<file path="src/rtl/bsg_axil_rw_serializer_if.sv">
// rtl/bsg_axil_rw_serializer_if.sv - AXI4-Lite bundle with manager/subordinate modports
interface bsg_axil_rw_serializer_if #(
    parameter int addr_width_p = 32,
    parameter int data_width_p = 32
);
    localparam int mask_width_lp = data_width_p >> 3;

    logic [addr_width_p-1:0]  awaddr;
    logic [2:0]               awprot;
    logic                     awvalid;
    logic                     awready;

    logic [data_width_p-1:0]  wdata;
    logic [mask_width_lp-1:0] wstrb;
    logic                     wvalid;
    logic                     wready;

    logic [1:0]               bresp;
    logic                     bvalid;
    logic                     bready;

    logic [addr_width_p-1:0]  araddr;
    logic [2:0]               arprot;
    logic                     arvalid;
    logic                     arready;

    logic [data_width_p-1:0]  rdata;
    logic [1:0]               rresp;
    logic                     rvalid;
    logic                     rready;

    modport master (
        output awaddr, awprot, awvalid, input awready,
        output wdata, wstrb, wvalid, input wready,
        input bresp, bvalid, output bready,
        output araddr, arprot, arvalid, input arready,
        input rdata, rresp, rvalid, output rready
    );

    modport slave (
        input awaddr, awprot, awvalid, output awready,
        input wdata, wstrb, wvalid, output wready,
        output bresp, bvalid, input bready,
        input araddr, arprot, arvalid, output arready,
        output rdata, rresp, rvalid, input rready
    );
endinterface

</file>
<file path="src/rtl/bsg_axil_rw_serializer.sv">
// rtl/bsg_axil_rw_serializer.sv - one-at-a-time read/write arbiter in front of an AXI4-Lite subordinate
module bsg_axil_rw_serializer #(
    parameter int addr_width_p = 32,
    parameter int data_width_p = 32
) (
    input  logic                      clk_i,
    input  logic                      reset_i,
    bsg_axil_rw_serializer_if.slave   s00_axil,
    bsg_axil_rw_serializer_if.master  m00_axil
);
    localparam int mask_width_lp = data_width_p >> 3;

    typedef enum logic [2:0] {
        IDLE  = 3'd0,
        WRITE = 3'd1,
        WRESP = 3'd2,
        READ  = 3'd3,
        RRESP = 3'd4
    } state_e;

    state_e state_r;
    logic   last_wr_r;
    logic   aw_done_r;
    logic   w_done_r;

    logic   wr_req;
    logic   rd_req;
    logic   aw_hs;
    logic   w_hs;
    logic   b_hs;
    logic   ar_hs;
    logic   r_hs;

    // Channel gating: only the channels owned by the current state may handshake; payloads flow straight through
    always_comb begin
        m00_axil.awaddr  = addr_width_p'(s00_axil.awaddr);
        m00_axil.awprot  = s00_axil.awprot;
        m00_axil.wdata   = data_width_p'(s00_axil.wdata);
        m00_axil.wstrb   = mask_width_lp'(s00_axil.wstrb);
        m00_axil.araddr  = addr_width_p'(s00_axil.araddr);
        m00_axil.arprot  = s00_axil.arprot;
        s00_axil.bresp   = m00_axil.bresp;
        s00_axil.rdata   = m00_axil.rdata;
        s00_axil.rresp   = m00_axil.rresp;

        m00_axil.awvalid = 1'b0;
        s00_axil.awready = 1'b0;
        m00_axil.wvalid  = 1'b0;
        s00_axil.wready  = 1'b0;
        s00_axil.bvalid  = 1'b0;
        m00_axil.bready  = 1'b0;
        m00_axil.arvalid = 1'b0;
        s00_axil.arready = 1'b0;
        s00_axil.rvalid  = 1'b0;
        m00_axil.rready  = 1'b0;

        unique case (state_r)
            WRITE: begin
                // Once a channel has handshaken, mask it so the same beat is not forwarded twice
                m00_axil.awvalid = s00_axil.awvalid & ~aw_done_r;
                s00_axil.awready = m00_axil.awready & ~aw_done_r;
                m00_axil.wvalid  = s00_axil.wvalid & ~w_done_r;
                s00_axil.wready  = m00_axil.wready & ~w_done_r;
            end
            WRESP: begin
                s00_axil.bvalid  = m00_axil.bvalid;
                m00_axil.bready  = s00_axil.bready;
            end
            READ: begin
                m00_axil.arvalid = s00_axil.arvalid;
                s00_axil.arready = m00_axil.arready;
            end
            RRESP: begin
                s00_axil.rvalid  = m00_axil.rvalid;
                m00_axil.rready  = s00_axil.rready;
            end
            default: begin
            end
        endcase

        wr_req = s00_axil.awvalid | s00_axil.wvalid;
        rd_req = s00_axil.arvalid;
        aw_hs  = m00_axil.awvalid & m00_axil.awready;
        w_hs   = m00_axil.wvalid & m00_axil.wready;
        b_hs   = s00_axil.bvalid & s00_axil.bready;
        ar_hs  = m00_axil.arvalid & m00_axil.arready;
        r_hs   = s00_axil.rvalid & s00_axil.rready;
    end

    // Transaction sequencer: registered round-robin grant, then walk the owned channels to completion
    always_ff @(posedge clk_i) begin
        if (reset_i) begin
            state_r   <= IDLE;
            last_wr_r <= 1'b0;
            aw_done_r <= 1'b0;
            w_done_r  <= 1'b0;
        end else begin
            unique case (state_r)
                IDLE: begin
                    if (wr_req && (!rd_req || !last_wr_r)) begin
                        state_r   <= WRITE;
                        last_wr_r <= 1'b1;
                    end else if (rd_req) begin
                        state_r   <= READ;
                        last_wr_r <= 1'b0;
                    end
                end
                WRITE: begin
                    if ((aw_done_r || aw_hs) && (w_done_r || w_hs)) begin
                        aw_done_r <= 1'b0;
                        w_done_r  <= 1'b0;
                        state_r   <= WRESP;
                    end else begin
                        if (aw_hs) aw_done_r <= 1'b1;
                        if (w_hs)  w_done_r  <= 1'b1;
                    end
                end
                WRESP: begin
                    if (b_hs) state_r <= IDLE;
                end
                READ: begin
                    if (ar_hs) state_r <= RRESP;
                end
                RRESP: begin
                    if (r_hs) state_r <= IDLE;
                end
                default: state_r <= IDLE;
            endcase
        end
    end
endmodule

</file>
<file path="src/flat_wrapper.sv">
// flat-port wrapper written by rule: the top's interface ports become plain ports
module bsg_axil_rw_serializer_flat 
#(
    parameter int addr_width_p = 32,
    parameter int data_width_p = 32
)
  (clk_i, reset_i, s00_axil_awaddr, s00_axil_awprot, s00_axil_awvalid, s00_axil_awready, s00_axil_wdata, s00_axil_wstrb, s00_axil_wvalid, s00_axil_wready, s00_axil_bresp, s00_axil_bvalid, s00_axil_bready, s00_axil_araddr, s00_axil_arprot, s00_axil_arvalid, s00_axil_arready, s00_axil_rdata, s00_axil_rresp, s00_axil_rvalid, s00_axil_rready, m00_axil_awaddr, m00_axil_awprot, m00_axil_awvalid, m00_axil_awready, m00_axil_wdata, m00_axil_wstrb, m00_axil_wvalid, m00_axil_wready, m00_axil_bresp, m00_axil_bvalid, m00_axil_bready, m00_axil_araddr, m00_axil_arprot, m00_axil_arvalid, m00_axil_arready, m00_axil_rdata, m00_axil_rresp, m00_axil_rvalid, m00_axil_rready);
  bsg_axil_rw_serializer_if #(.addr_width_p(addr_width_p), .data_width_p(data_width_p)) s00_axil_i ();
  bsg_axil_rw_serializer_if #(.addr_width_p(addr_width_p), .data_width_p(data_width_p)) m00_axil_i ();
  input  logic clk_i;
  input  logic reset_i;
  input wire logic [$bits(s00_axil_i.awaddr)-1:0] s00_axil_awaddr;
  input wire logic [$bits(s00_axil_i.awprot)-1:0] s00_axil_awprot;
  input wire logic [$bits(s00_axil_i.awvalid)-1:0] s00_axil_awvalid;
  output wire logic [$bits(s00_axil_i.awready)-1:0] s00_axil_awready;
  input wire logic [$bits(s00_axil_i.wdata)-1:0] s00_axil_wdata;
  input wire logic [$bits(s00_axil_i.wstrb)-1:0] s00_axil_wstrb;
  input wire logic [$bits(s00_axil_i.wvalid)-1:0] s00_axil_wvalid;
  output wire logic [$bits(s00_axil_i.wready)-1:0] s00_axil_wready;
  output wire logic [$bits(s00_axil_i.bresp)-1:0] s00_axil_bresp;
  output wire logic [$bits(s00_axil_i.bvalid)-1:0] s00_axil_bvalid;
  input wire logic [$bits(s00_axil_i.bready)-1:0] s00_axil_bready;
  input wire logic [$bits(s00_axil_i.araddr)-1:0] s00_axil_araddr;
  input wire logic [$bits(s00_axil_i.arprot)-1:0] s00_axil_arprot;
  input wire logic [$bits(s00_axil_i.arvalid)-1:0] s00_axil_arvalid;
  output wire logic [$bits(s00_axil_i.arready)-1:0] s00_axil_arready;
  output wire logic [$bits(s00_axil_i.rdata)-1:0] s00_axil_rdata;
  output wire logic [$bits(s00_axil_i.rresp)-1:0] s00_axil_rresp;
  output wire logic [$bits(s00_axil_i.rvalid)-1:0] s00_axil_rvalid;
  input wire logic [$bits(s00_axil_i.rready)-1:0] s00_axil_rready;
  output wire logic [$bits(m00_axil_i.awaddr)-1:0] m00_axil_awaddr;
  output wire logic [$bits(m00_axil_i.awprot)-1:0] m00_axil_awprot;
  output wire logic [$bits(m00_axil_i.awvalid)-1:0] m00_axil_awvalid;
  input wire logic [$bits(m00_axil_i.awready)-1:0] m00_axil_awready;
  output wire logic [$bits(m00_axil_i.wdata)-1:0] m00_axil_wdata;
  output wire logic [$bits(m00_axil_i.wstrb)-1:0] m00_axil_wstrb;
  output wire logic [$bits(m00_axil_i.wvalid)-1:0] m00_axil_wvalid;
  input wire logic [$bits(m00_axil_i.wready)-1:0] m00_axil_wready;
  input wire logic [$bits(m00_axil_i.bresp)-1:0] m00_axil_bresp;
  input wire logic [$bits(m00_axil_i.bvalid)-1:0] m00_axil_bvalid;
  output wire logic [$bits(m00_axil_i.bready)-1:0] m00_axil_bready;
  output wire logic [$bits(m00_axil_i.araddr)-1:0] m00_axil_araddr;
  output wire logic [$bits(m00_axil_i.arprot)-1:0] m00_axil_arprot;
  output wire logic [$bits(m00_axil_i.arvalid)-1:0] m00_axil_arvalid;
  input wire logic [$bits(m00_axil_i.arready)-1:0] m00_axil_arready;
  input wire logic [$bits(m00_axil_i.rdata)-1:0] m00_axil_rdata;
  input wire logic [$bits(m00_axil_i.rresp)-1:0] m00_axil_rresp;
  input wire logic [$bits(m00_axil_i.rvalid)-1:0] m00_axil_rvalid;
  output wire logic [$bits(m00_axil_i.rready)-1:0] m00_axil_rready;
  assign s00_axil_i.awaddr = s00_axil_awaddr;
  assign s00_axil_i.awprot = s00_axil_awprot;
  assign s00_axil_i.awvalid = s00_axil_awvalid;
  assign s00_axil_awready = s00_axil_i.awready;
  assign s00_axil_i.wdata = s00_axil_wdata;
  assign s00_axil_i.wstrb = s00_axil_wstrb;
  assign s00_axil_i.wvalid = s00_axil_wvalid;
  assign s00_axil_wready = s00_axil_i.wready;
  assign s00_axil_bresp = s00_axil_i.bresp;
  assign s00_axil_bvalid = s00_axil_i.bvalid;
  assign s00_axil_i.bready = s00_axil_bready;
  assign s00_axil_i.araddr = s00_axil_araddr;
  assign s00_axil_i.arprot = s00_axil_arprot;
  assign s00_axil_i.arvalid = s00_axil_arvalid;
  assign s00_axil_arready = s00_axil_i.arready;
  assign s00_axil_rdata = s00_axil_i.rdata;
  assign s00_axil_rresp = s00_axil_i.rresp;
  assign s00_axil_rvalid = s00_axil_i.rvalid;
  assign s00_axil_i.rready = s00_axil_rready;
  assign m00_axil_awaddr = m00_axil_i.awaddr;
  assign m00_axil_awprot = m00_axil_i.awprot;
  assign m00_axil_awvalid = m00_axil_i.awvalid;
  assign m00_axil_i.awready = m00_axil_awready;
  assign m00_axil_wdata = m00_axil_i.wdata;
  assign m00_axil_wstrb = m00_axil_i.wstrb;
  assign m00_axil_wvalid = m00_axil_i.wvalid;
  assign m00_axil_i.wready = m00_axil_wready;
  assign m00_axil_i.bresp = m00_axil_bresp;
  assign m00_axil_i.bvalid = m00_axil_bvalid;
  assign m00_axil_bready = m00_axil_i.bready;
  assign m00_axil_araddr = m00_axil_i.araddr;
  assign m00_axil_arprot = m00_axil_i.arprot;
  assign m00_axil_arvalid = m00_axil_i.arvalid;
  assign m00_axil_i.arready = m00_axil_arready;
  assign m00_axil_i.rdata = m00_axil_rdata;
  assign m00_axil_i.rresp = m00_axil_rresp;
  assign m00_axil_i.rvalid = m00_axil_rvalid;
  assign m00_axil_rready = m00_axil_i.rready;
  bsg_axil_rw_serializer #(.addr_width_p(addr_width_p), .data_width_p(data_width_p)) u_core (.clk_i(clk_i), .reset_i(reset_i), .s00_axil(s00_axil_i), .m00_axil(m00_axil_i));
endmodule
</file>
<file path="config.mk">
export PLATFORM = sky130hd
export DESIGN_NAME = bsg_axil_rw_serializer_flat
export DESIGN_NICKNAME = d
export VERILOG_FILES = /design/src/rtl/bsg_axil_rw_serializer_if.sv /design/src/rtl/bsg_axil_rw_serializer.sv /design/src/flat_wrapper.sv
export SDC_FILE = /design/constraint.sdc
export NUM_CORES = 1
export LEC_CHECK = 0
export CORE_AREA = 2 2 119 121
export DETAILED_ROUTE_END_ITERATION = 8
export DIE_AREA = 0 0 121 123
export GPL_ROUTABILITY_DRIVEN = 0
export PLACE_DENSITY = 0.6
export SYNTH_ARGS = -nofsm -noshare
export SYNTH_HDL_FRONTEND = slang
export SYNTH_SLANG_ARGS = --single-unit
</file>
<file path="constraint.sdc">
create_clock -name clk_i -period 1.8 [get_ports clk_i]
set_clock_uncertainty 0.2 [all_clocks]
set_input_delay 0.36 -clock clk_i [delete_from_list [all_inputs] [get_ports clk_i]]
set_output_delay 0.36 -clock clk_i [all_outputs]
set_load 0.05 [all_outputs]
</file>
---- Word level (Yosys, flattened, before mapping) ----
Cells that the tools add are included.
cells by class
  equality and inequality tests ........... 9
  mux-type cells .......................... 23
  bitwise logic cells ..................... 12
  reductions and logical operators ........ 15
operators with widths
  operator            number
  $mux 3              6
  $mux 1              16
  $pmux 3 s5          1
  $and 1x1->1         9
  $ne 2x1->1 const B  4
  $eq 3x2->1 const B  2
  $reduce_and 2->1    3
  $reduce_bool 2->1   3
  $reduce_and 5->1    1
  $eq 3x1->1 const B  1
  $eq 3x3->1 const B  1
  $logic_not 3->1     1
  $logic_or 1x1->1    3
  $ne 3x2->1 const B  1
  $logic_and 1x1->1   2
  $logic_not 1->1     2
  $not 1->1           2
  $or 1x1->1          1
storage, ports and cells
  register bits after elaboration ......... 6
  input port bits ......................... 154

---- Depth between registers and ports, before layout ----
Gate-level depths: netlist (run 1).
  depth after elaboration ................. 8
  mapped depth ............................ 4
  depth with buffers taken out ............ 4

---- Worst setup path after synthesis (run 1) ----
No wires, ideal clock.
  path type ............................... register to output
  start point ............................. register u_core.state_r[1]
  end point ............................... output port m00_axil_awvalid
  data arrival time ....................... 1.780 ns
  data required time ...................... 1.240 ns
  setup slack ............................. -0.540 ns
  cell stages (with the launch flop) ...... 4
  path buffers ............................ 0
  path through ............................ dfxtp_1 -> nor2_1 -> nand2_1 -> nor3b_1
between the ends
  longest elaborated chain between the ends .. 2
RTL lines
  item                      line                           source
  start: declaration        bsg_axil_rw_serializer.sv:21   state_e state_r;
  start signal: assignment  bsg_axil_rw_serializer.sv:93   state_r <= IDLE;
  start signal: assignment  bsg_axil_rw_serializer.sv:101  state_r <= WRITE;
  start signal: assignment  bsg_axil_rw_serializer.sv:104  state_r <= READ;
  $eq 3x1->1                bsg_axil_rw_serializer.sv:57   unique case (state_r)
  $mux 1                    bsg_axil_rw_serializer.sv:57
  end: declaration          flat_wrapper.sv:33             output wire logic [$bits(m00_axil_i.awvalid)-1:0] m00_axil_awvalid;
Every way passes these cells.

---- Worst setup path in the final report (run 1) ----
  start point ............................. register u_core.state_r[1]
  end point ............................... output port s00_axil_awready
between the ends
  longest elaborated chain between the ends .. 2
RTL lines
  item              line                          source
  $eq 3x1->1        bsg_axil_rw_serializer.sv:57
  $mux 1            bsg_axil_rw_serializer.sv:57
  end: declaration  flat_wrapper.sv:15            output wire logic [$bits(s00_axil_i.awready)-1:0] s00_axil_awready;
Every way passes these cells.

==> reports/qor.txt, run 1 <==
HP Class -> register to register
Total GRT Usage -> 5.35%
Starting Density -> 10.9%
Fin. Hold Viols -> 0
status -> complete, but fails checks
Chip Height -> 123 um
fillers -> 1591
register-to-register path setup slack -> 0.07 ns
Max Cap Viol -> 0
Synth top area share -> 72.1%
First-pass DRT Iterations -> 3
wirelength, routed -> 4080 um
Leak -> 0.000420 uW
synthesized cell area -> 0.00148 mm2
Hold Startpoint -> u_core.last_wr_r
clock-pin slew on the worst setup and hold paths -> 0.03 ns
TritonCTS buffer count -> 3
# setup viols final -> 8
nets@finish -> 247
Critical Path AT -> 1.28 ns
DRT antenna net count -> 0
RR Startpoint -> u_core.state_r[1]
worst-margin pin slew -> 0.454 ns
register area share after synthesis -> 8.12%
CTS H-tree lvls -> 1
pin count of the biggest net entering global routing -> 8
worst vdd ir -> 0.638 mV
switching pwr -> 613 uW
Rows -> 43
HPWL after detailed placement -> 3450 um
critical path type -> register to output pin
Syn Area/Cell -> 7.62 um2
clock sinks -> 6
cts hold-fix bufs -> 0
Synth cell types -> 24
Syn Nets -> 348
Finished Layout Cells -> 271
flops & latches, synth -> 6
Worst-Skew Late Latency -> 0.23 ns
failing checks -> negative setup slack
Mapped Cells -> 194
CP Launch Type -> register
Comb pwr share -> 62.8%
clock share of power -> 23.3%
share of layout cells above drive strength 1 -> 54.9%
Pwr Total -> 1560 uW
Cell Pwr Density -> 1270 mW/mm2
first-pass GRT wire length -> 5540 um
Longest Clk Path Bufs -> 2
Critical Path RT -> 1.24 ns
biggest area consumer among synthesized cells -> buf_4
Critical path origin -> u_core.state_r[1]
Seq pwr share -> 13.9%
Area Growth Syn to Fin -> -17.3%
via count -> 752
DRT iter0 DRCs -> 20
f_max -> 0.544 GHz
period utilisation layout -> 102%
number of antenna violations at the first check in global routing -> 0
DRC viols -> 0
CTS root buf -> clkbuf_16
Critical Path Sink Type -> output pin
Routed wire per std cell -> 15.0 um
max_slew headroom -> 69.5%
placeable core area -> 0.0136 mm2
fin. max-slew vios -> 0
CTS tree -> built
ant diodes -> 0
die area -> 0.0149 mm2
P_int -> 947 uW
die span in x -> 121 um
Final WS setup -> -0.0366 ns
RSZ-0062 raised after global routing -> yes
number of global-route vias before repair -> 853
total grt overflow -> 0
synth top area cells -> buf_4 (72%), dfxtp_1 (8.1%), nor3b_1 (3.0%)
Syn. warnings -> 0
post-layout min period -> 1.84 ns
Top-Level Pins -> 306
most frequent cells in the layout -> buf_4 (12), buf_12 (10), clkdlybuf4s50_1 (9)
placed cells -> 263
Port Buf Inserts -> 21
commonest non-fill, non-tap cell in the layout -> buf_4
Via density -> 2.77
critical-path maximum fanout -> 6
sw frac -> 39.3%
[state kept, by name (all words and copies together) (netlist names)]
register,flops
u_core.aw_done_r,1
u_core.w_done_r,1
u_core.last_wr_r,1
u_core.state_r,3
[cells in the mapped netlist]
master	instances
a221oi_2	1
nor3_1	3
buf_4	142
nand3_1	1
and3_2	2
a211o_1	1
o21ai_0	2
nand3b_1	1
a22oi_2	1
nand2_1	5
and3b_4	1
dfxtp_1	6
nand4_1	1
o22ai_1	1
nand4b_1	1
and2_1	2
nor3b_1	6
a31oi_1	2
and2_2	2
a21oi_1	5
inv_1	1
nand3_2	1
a31o_2	1
nor2_1	5
[critical path: stages (launching register included)]
cell and delay (ns):
dfxtp_2 0.32, nor2_2 0.18, nand2_4 0.13, nor3b_4 0.25
buf_12 0.17
[power by group through the flow]
stage | Clock [uW] | Combinational, uW | Sequential, uW
after detailed placement | 0 | 847 | 201
after global routing | 378 | 1060 | 220
final | 364 | 979 | 217
after global placement | 0 | 838 | 200
after CTS | 369 | 986 | 214
after floorplan | 0 | 1270 | 215
[cell families (layout without fill, tap and decap cells)]
kind of cell | Yosys count | after routing | share of synthesized area [%]
AOI/OAI and AO/OA | 14 | 14 | 6.68
buffers and inverters | 143 | 40 | 72.3
DFF | 6 | 6 | 8.12
and+or+nand+nor | 31 | 31 | 12.9
[final timing paths]
check             cells after the start                end
setup / recovery                      4   s00_axil_awready
hold / removal                        2   u_core.last_wr_r
setup reg to reg                      7  u_core.state_r[0]
hold reg to reg                       2   u_core.last_wr_r
[final cells by class]
cell class | instances | area, um2 | area share [%]
clock buffer | 3 | 75.1 | 6.13
inverter | 1 | 3.75 | 0.307
multi-input combinational | 45 | 364 | 29.8
sequential | 6 | 124 | 10.1
tap | 180 | 225 | 18.4
timing repair buffer | 36 | 432 | 35.3
[repair_timing]
action                                  4_1_cts  5_1_grt
resized for setup                            22        1
endpoints found under the setup margin       10       10
pin swaps                                     8        3
setup buffers                                 4        1
endpoints found under the hold margin         0        0
[routing by layer]
metal / GRT usage, % / part of all wire (%) / wire length (um) / vias to the layer above
met5: 0 / 0 / 0 / -
met4: 8.87 / 16 / 650 / 0
met3: 2.31 / 14 / 587 / 85
met2: 8.18 / 42 / 1710 / 92
met1: 4.03 / 28 / 1130 / 296
li1: - / - / - / 279
[through the flow]
stage	utilization, %	instance area, um2	hold slack, ns	setup TNS, ns	worst slack, ns
2_1_floorplan	-	1500	0.226	-0.382	-0.0956
3_3_place_gp	7.67	1040	0.250	-0.490	-0.218
3_5_place_dp	7.67	1040	0.253	-0.521	-0.203
4_1_cts	8.93	1220	0.257	-0.313	-0.0580
5_1_grt	8.99	1220	0.299	-0.666	-0.0953
6_report	8.99	1220	0.258	-0.176	-0.0366
Power figures use the tool's default switching activity.
==> inputs of run 2 (changes only) <==
--- a/config.mk
+++ b/config.mk
@@ -5,9 +5,10 @@
 export SDC_FILE = /design/constraint.sdc
 export NUM_CORES = 1
 export LEC_CHECK = 0
-export CORE_AREA = 2 2 119 121
+export ABC_AREA = 1
+export CORE_AREA = 2 2 120 122
 export DETAILED_ROUTE_END_ITERATION = 8
-export DIE_AREA = 0 0 121 123
+export DIE_AREA = 0 0 122 124
 export GPL_ROUTABILITY_DRIVEN = 0
 export PLACE_DENSITY = 0.6
 export SYNTH_ARGS = -nofsm -noshare
==> run 2 against run 1 <==
  * The flow still finishes with violations (negative setup slack)
  * Die area up 1.6%
  * Clock power about the same
  * Cell count up 6.6%
  * Count of clock-buffer cells in the layout is the same
  * Power fell by 15%
  * First-iteration DRC count increased by 15%
  * Non-clock buffer count is 5 lower
  * Largest cell class unchanged
  * Largest power group unchanged
  * Highest routed layer unchanged
==> reports/qor.txt, run 2 <==
status -> complete, but fails checks
failing checks -> negative setup slack
DRT iter0 DRCs -> 23 (+15%)
RSZ-0062 raised after global routing -> yes
max_slew headroom -> 83.5% (+14 points)
CTS H-tree lvls -> 1 (unchanged)
clock share of power -> 27.2% (+3.9 points)
Synth Area in Compound Gates -> 4.20% (-2.5 points)
Max Cap Viol -> 0 (unchanged)
synth top area cells -> buf_4 (70%), dfxtp_1 (7.9%), inv_1 (3.7%)
Hold Crit Endpoint -> u_core.last_wr_r
Chip Height -> 124 um (+0.81%)
Syn Nets -> 371 (+6.6%)
routing usage on met3 -> 4.35% (+2.0 points)
GR Layer Usage met1 -> 2.39% (-1.6 points)
Longest Clk Path Bufs -> 2 (unchanged)
HPWL after detailed placement -> 3630 um (+5.1%)
Final WS setup -> -0.00669 ns (+0.0299 ns)
Comb pwr share -> 56.2% (-6.6 points)
Synth Area in XOR/XNOR -> 0% (unchanged)
EDFF count, synth -> 0 (unchanged)
Seq pwr share -> 16.6% (+2.7 points)
RR Startpoint -> u_core.state_r[2]
nets@finish -> 265 (+7.3%)
total grt overflow -> 0 (unchanged)
clock sinks -> 6 (unchanged)
P_int -> 801 uW (-15%)
fin. max-slew vios -> 0 (unchanged)
post-layout min period -> 1.81 ns (-0.0299 ns)
wirelength, routed -> 4320 um (+5.8%)
worst-margin pin slew -> 0.247 ns (-0.206 ns)
CP delay by family, top -> simple AND/OR/NAND/NOR gates
most used cell, CP -> nor2_4
Via density -> 2.85 (+2.9%)
Top-Level Pins -> 306 (unchanged)
# setup viols final -> 2 (-6)
Hold Startpoint -> u_core.last_wr_r
Routed wire per std cell -> 14.9 um (-0.76%)
ant diodes -> 0 (unchanged)
placeable core area -> 0.0137 mm2 (+0.79%)
Critical Path AT -> 1.25 ns (-0.03 ns)
Critical Path Max Stage Delay -> 0.36 ns (+0.04 ns)
Cell Pwr Density -> 1100 mW/mm2 (-14%)
first-pass GRT wire length -> 5330 um (-3.7%)
Port Buf Inserts -> 21 (unchanged)
Buffers & Inverters on Critical Path -> 3 (+2)
asr flop ratio synth -> 0% (unchanged)
die area -> 0.0151 mm2 (+1.6%)
worst path cell trace -> nor2_4 -> inv_2 -> nor2_4 -> inv_4 -> nor3_4 -> buf_12
Critical path origin -> u_core.state_r[2]
First-pass DRT Iterations -> 4 (+1)
DRC viols -> 0 (unchanged)
Starting Density -> 11.1% (+0.21 points)
Post-Synth Simple-Gate Area -> 13.0% (+0.16 points)
synthesized cell area -> 0.00152 mm2 (+2.7%)
CTS root buf -> clkbuf_16
most frequent cells in the layout -> nand2_1 (11), inv_1 (10), buf_12 (10), buf_4 (10), nor2_2 (8)
register-to-register path setup slack -> 0.28 ns (+0.21 ns)
Reg with most FFs -> u_core.state_r
Fin. Hold Viols -> 0 (unchanged)
DRT antenna net count -> 0 (unchanged)
Critical Path Sink Type -> output pin
Slowest cell on crit path -> dfxtp_4
Critical Path RT -> 1.24 ns (about the same)
fillers -> 1585 (-0.38%)
met2 Use GR -> 8.00% (-0.19 points)
TritonCTS buffer count -> 3 (unchanged)
R2R cell count -> 9 (+2)
die span in x -> 122 um (+0.83%)
number of antenna violations at the first check in global routing -> 0 (unchanged)
most frequent cell after synthesis -> buf_4
sw frac -> 39.9% (+0.62 points)
period utilisation layout -> 100% (-1.7 points)
Rows -> 43 (unchanged)
Leak -> 0.000472 uW (+12%)
critical path type -> register to output pin
share of layout cells above drive strength 1 -> 49.5% (-5.4 points)
CP Launch Type -> register
HP Class -> register to register
Area Growth Syn to Fin -> -20.3%
Synth Area in Adders -> 0% (unchanged)
switching pwr -> 532 uW (-13%)
top cells by count, synth -> buf_4 (142), inv_1 (15), nor2_1 (12)
biggest area consumer among synthesized cells -> buf_4
GR peak layer -> met4
Total GRT Usage -> 5.33% (-0.020 points)
pin count of the biggest net entering global routing -> 7 (-1)
via count -> 825 (+9.7%)
multiplexer area fraction after synthesis -> 0% (unchanged)
Syn. warnings -> 0 (unchanged)
max FFs per register -> 3 (unchanged)
Synth cell types -> 20 (-17%)
CTS tree -> built
fin util -> 8.82% (-0.17 points)
Synth top area share -> 70.2% (-1.9 points)
Min-Delay Path Depth -> 2 (unchanged)
flops & latches, synth -> 6 (unchanged)
Most used DFF post-synth -> dfxtp_1
Syn Area/Cell -> 7.00 um2 (-8.2%)
number of global-route vias before repair -> 836 (-2.0%)
WP depth -> 6 (+2)
terminus of the critical flop-to-flop path -> u_core.state_r[1]
critical-path maximum fanout -> 5 (-1)
worst vdd ir -> 0.256 mV (-60%)
f_max -> 0.553 GHz (+1.7%)
commonest non-fill, non-tap cell in the layout -> nand2_1
Mapped Cells -> 217 (+12%)
cts hold-fix bufs -> 0 (unchanged)
Worst-Skew Late Latency -> 0.23 ns (about the same)
main combinational cell family by area after synthesis -> buffers and inverters
clock-pin slew on the worst setup and hold paths -> 0.03 ns (about the same)
register area share after synthesis -> 7.91% (-0.21 points)
Pwr Total -> 1330 uW (-15%)
run 2: cell count changes in the layout (fill, tap and decap cells not counted), moves of 3 or more:
cell | before | now
buf_6 | 3 | 0
nand2_1 | 4 | 11
inv_2 | 0 | 7
nor3_1 | 3 | 0
and2_4 | 4 | 0
nor2_2 | 1 | 8
inv_1 | 1 | 10
nor3b_4 | 4 | 0
run 2: logic make-up after synthesis:
family                 Yosys count
buffers and inverters          161
AOI/OAI and AO/OA               10
and+or+nand+nor                 40
DFF                              6
run 2: metrics by stage:
| step | hold WS (ns) | std cells | TNS (ns) | setup WS, ns | cell area, um2 |
|---|---|---|---|---|---|
| after CTS | 0.276 | 287 | -0.122 | -0.0638 | 1180 |
| after floorplan | 0.229 | 217 | -0.548 | -0.156 | 1540 |
| after global placement | 0.275 | 282 | -0.409 | -0.153 | 1050 |
| after detailed placement | 0.271 | 282 | -0.480 | -0.139 | 1050 |
| after global routing | 0.329 | 289 | -0.424 | -0.0784 | 1210 |
| final | 0.277 | 289 | -0.00962 | -0.00669 | 1210 |
run 2: worst min-delay path: stages (launching register included):
cell and delay (ns):
dfxtp_1 0.30, o21ai_0 0.07, a21oi_1 0.06
run 2: repair_timing:
| item | in CTS | in global routing |
|---|---|---|
| endpoints found under the setup margin | 10 | 9 |
| resized for setup | 18 | 7 |
| setup buffers | 2 | 2 |
| pin swaps | 2 | 4 |
run 2: final cells by class:
type / instances / area [um2] / area share (%)
sequential: 6 / 129 / 10.7
inverter: 19 / 76.3 / 6.31
timing repair buffer: 31 / 388 / 32.1
multi-input combinational: 50 / 317 / 26.2
tap: 180 / 225 / 18.6
clock buffer: 3 / 75.1 / 6.20
run 2: worst max-delay path by stage:
stage | endpoint | slack (ns)
floorplan | s00_axil_awready | -0.16
global placement | m00_axil_awvalid | -0.15
detailed placement | m00_axil_awvalid | -0.14
CTS | m00_axil_awvalid | -0.06
global route | s00_axil_arready | -0.08
finish | m00_axil_awvalid | -0.007
run 2: routing by layer:
metal | wire length, um | vias up
met3 | 877 | 80
met4 | 756 | 0
met1 | 748 | 308
li1 | - | 307
met5 | 0 | -
met2 | 1930 | 130
run 2: power groups by stage:
| stage | Combinational [uW] | Clock, uW | Sequential [uW] |
|---|---|---|---|
| 2_1_floorplan | 1220 | 0 | 197 |
| 3_3_place_gp | 651 | 0 | 204 |
| 3_5_place_dp | 653 | 0 | 206 |
| 4_1_cts | 735 | 369 | 220 |
| 5_1_grt | 798 | 380 | 228 |
| 6_report | 749 | 362 | 221 |
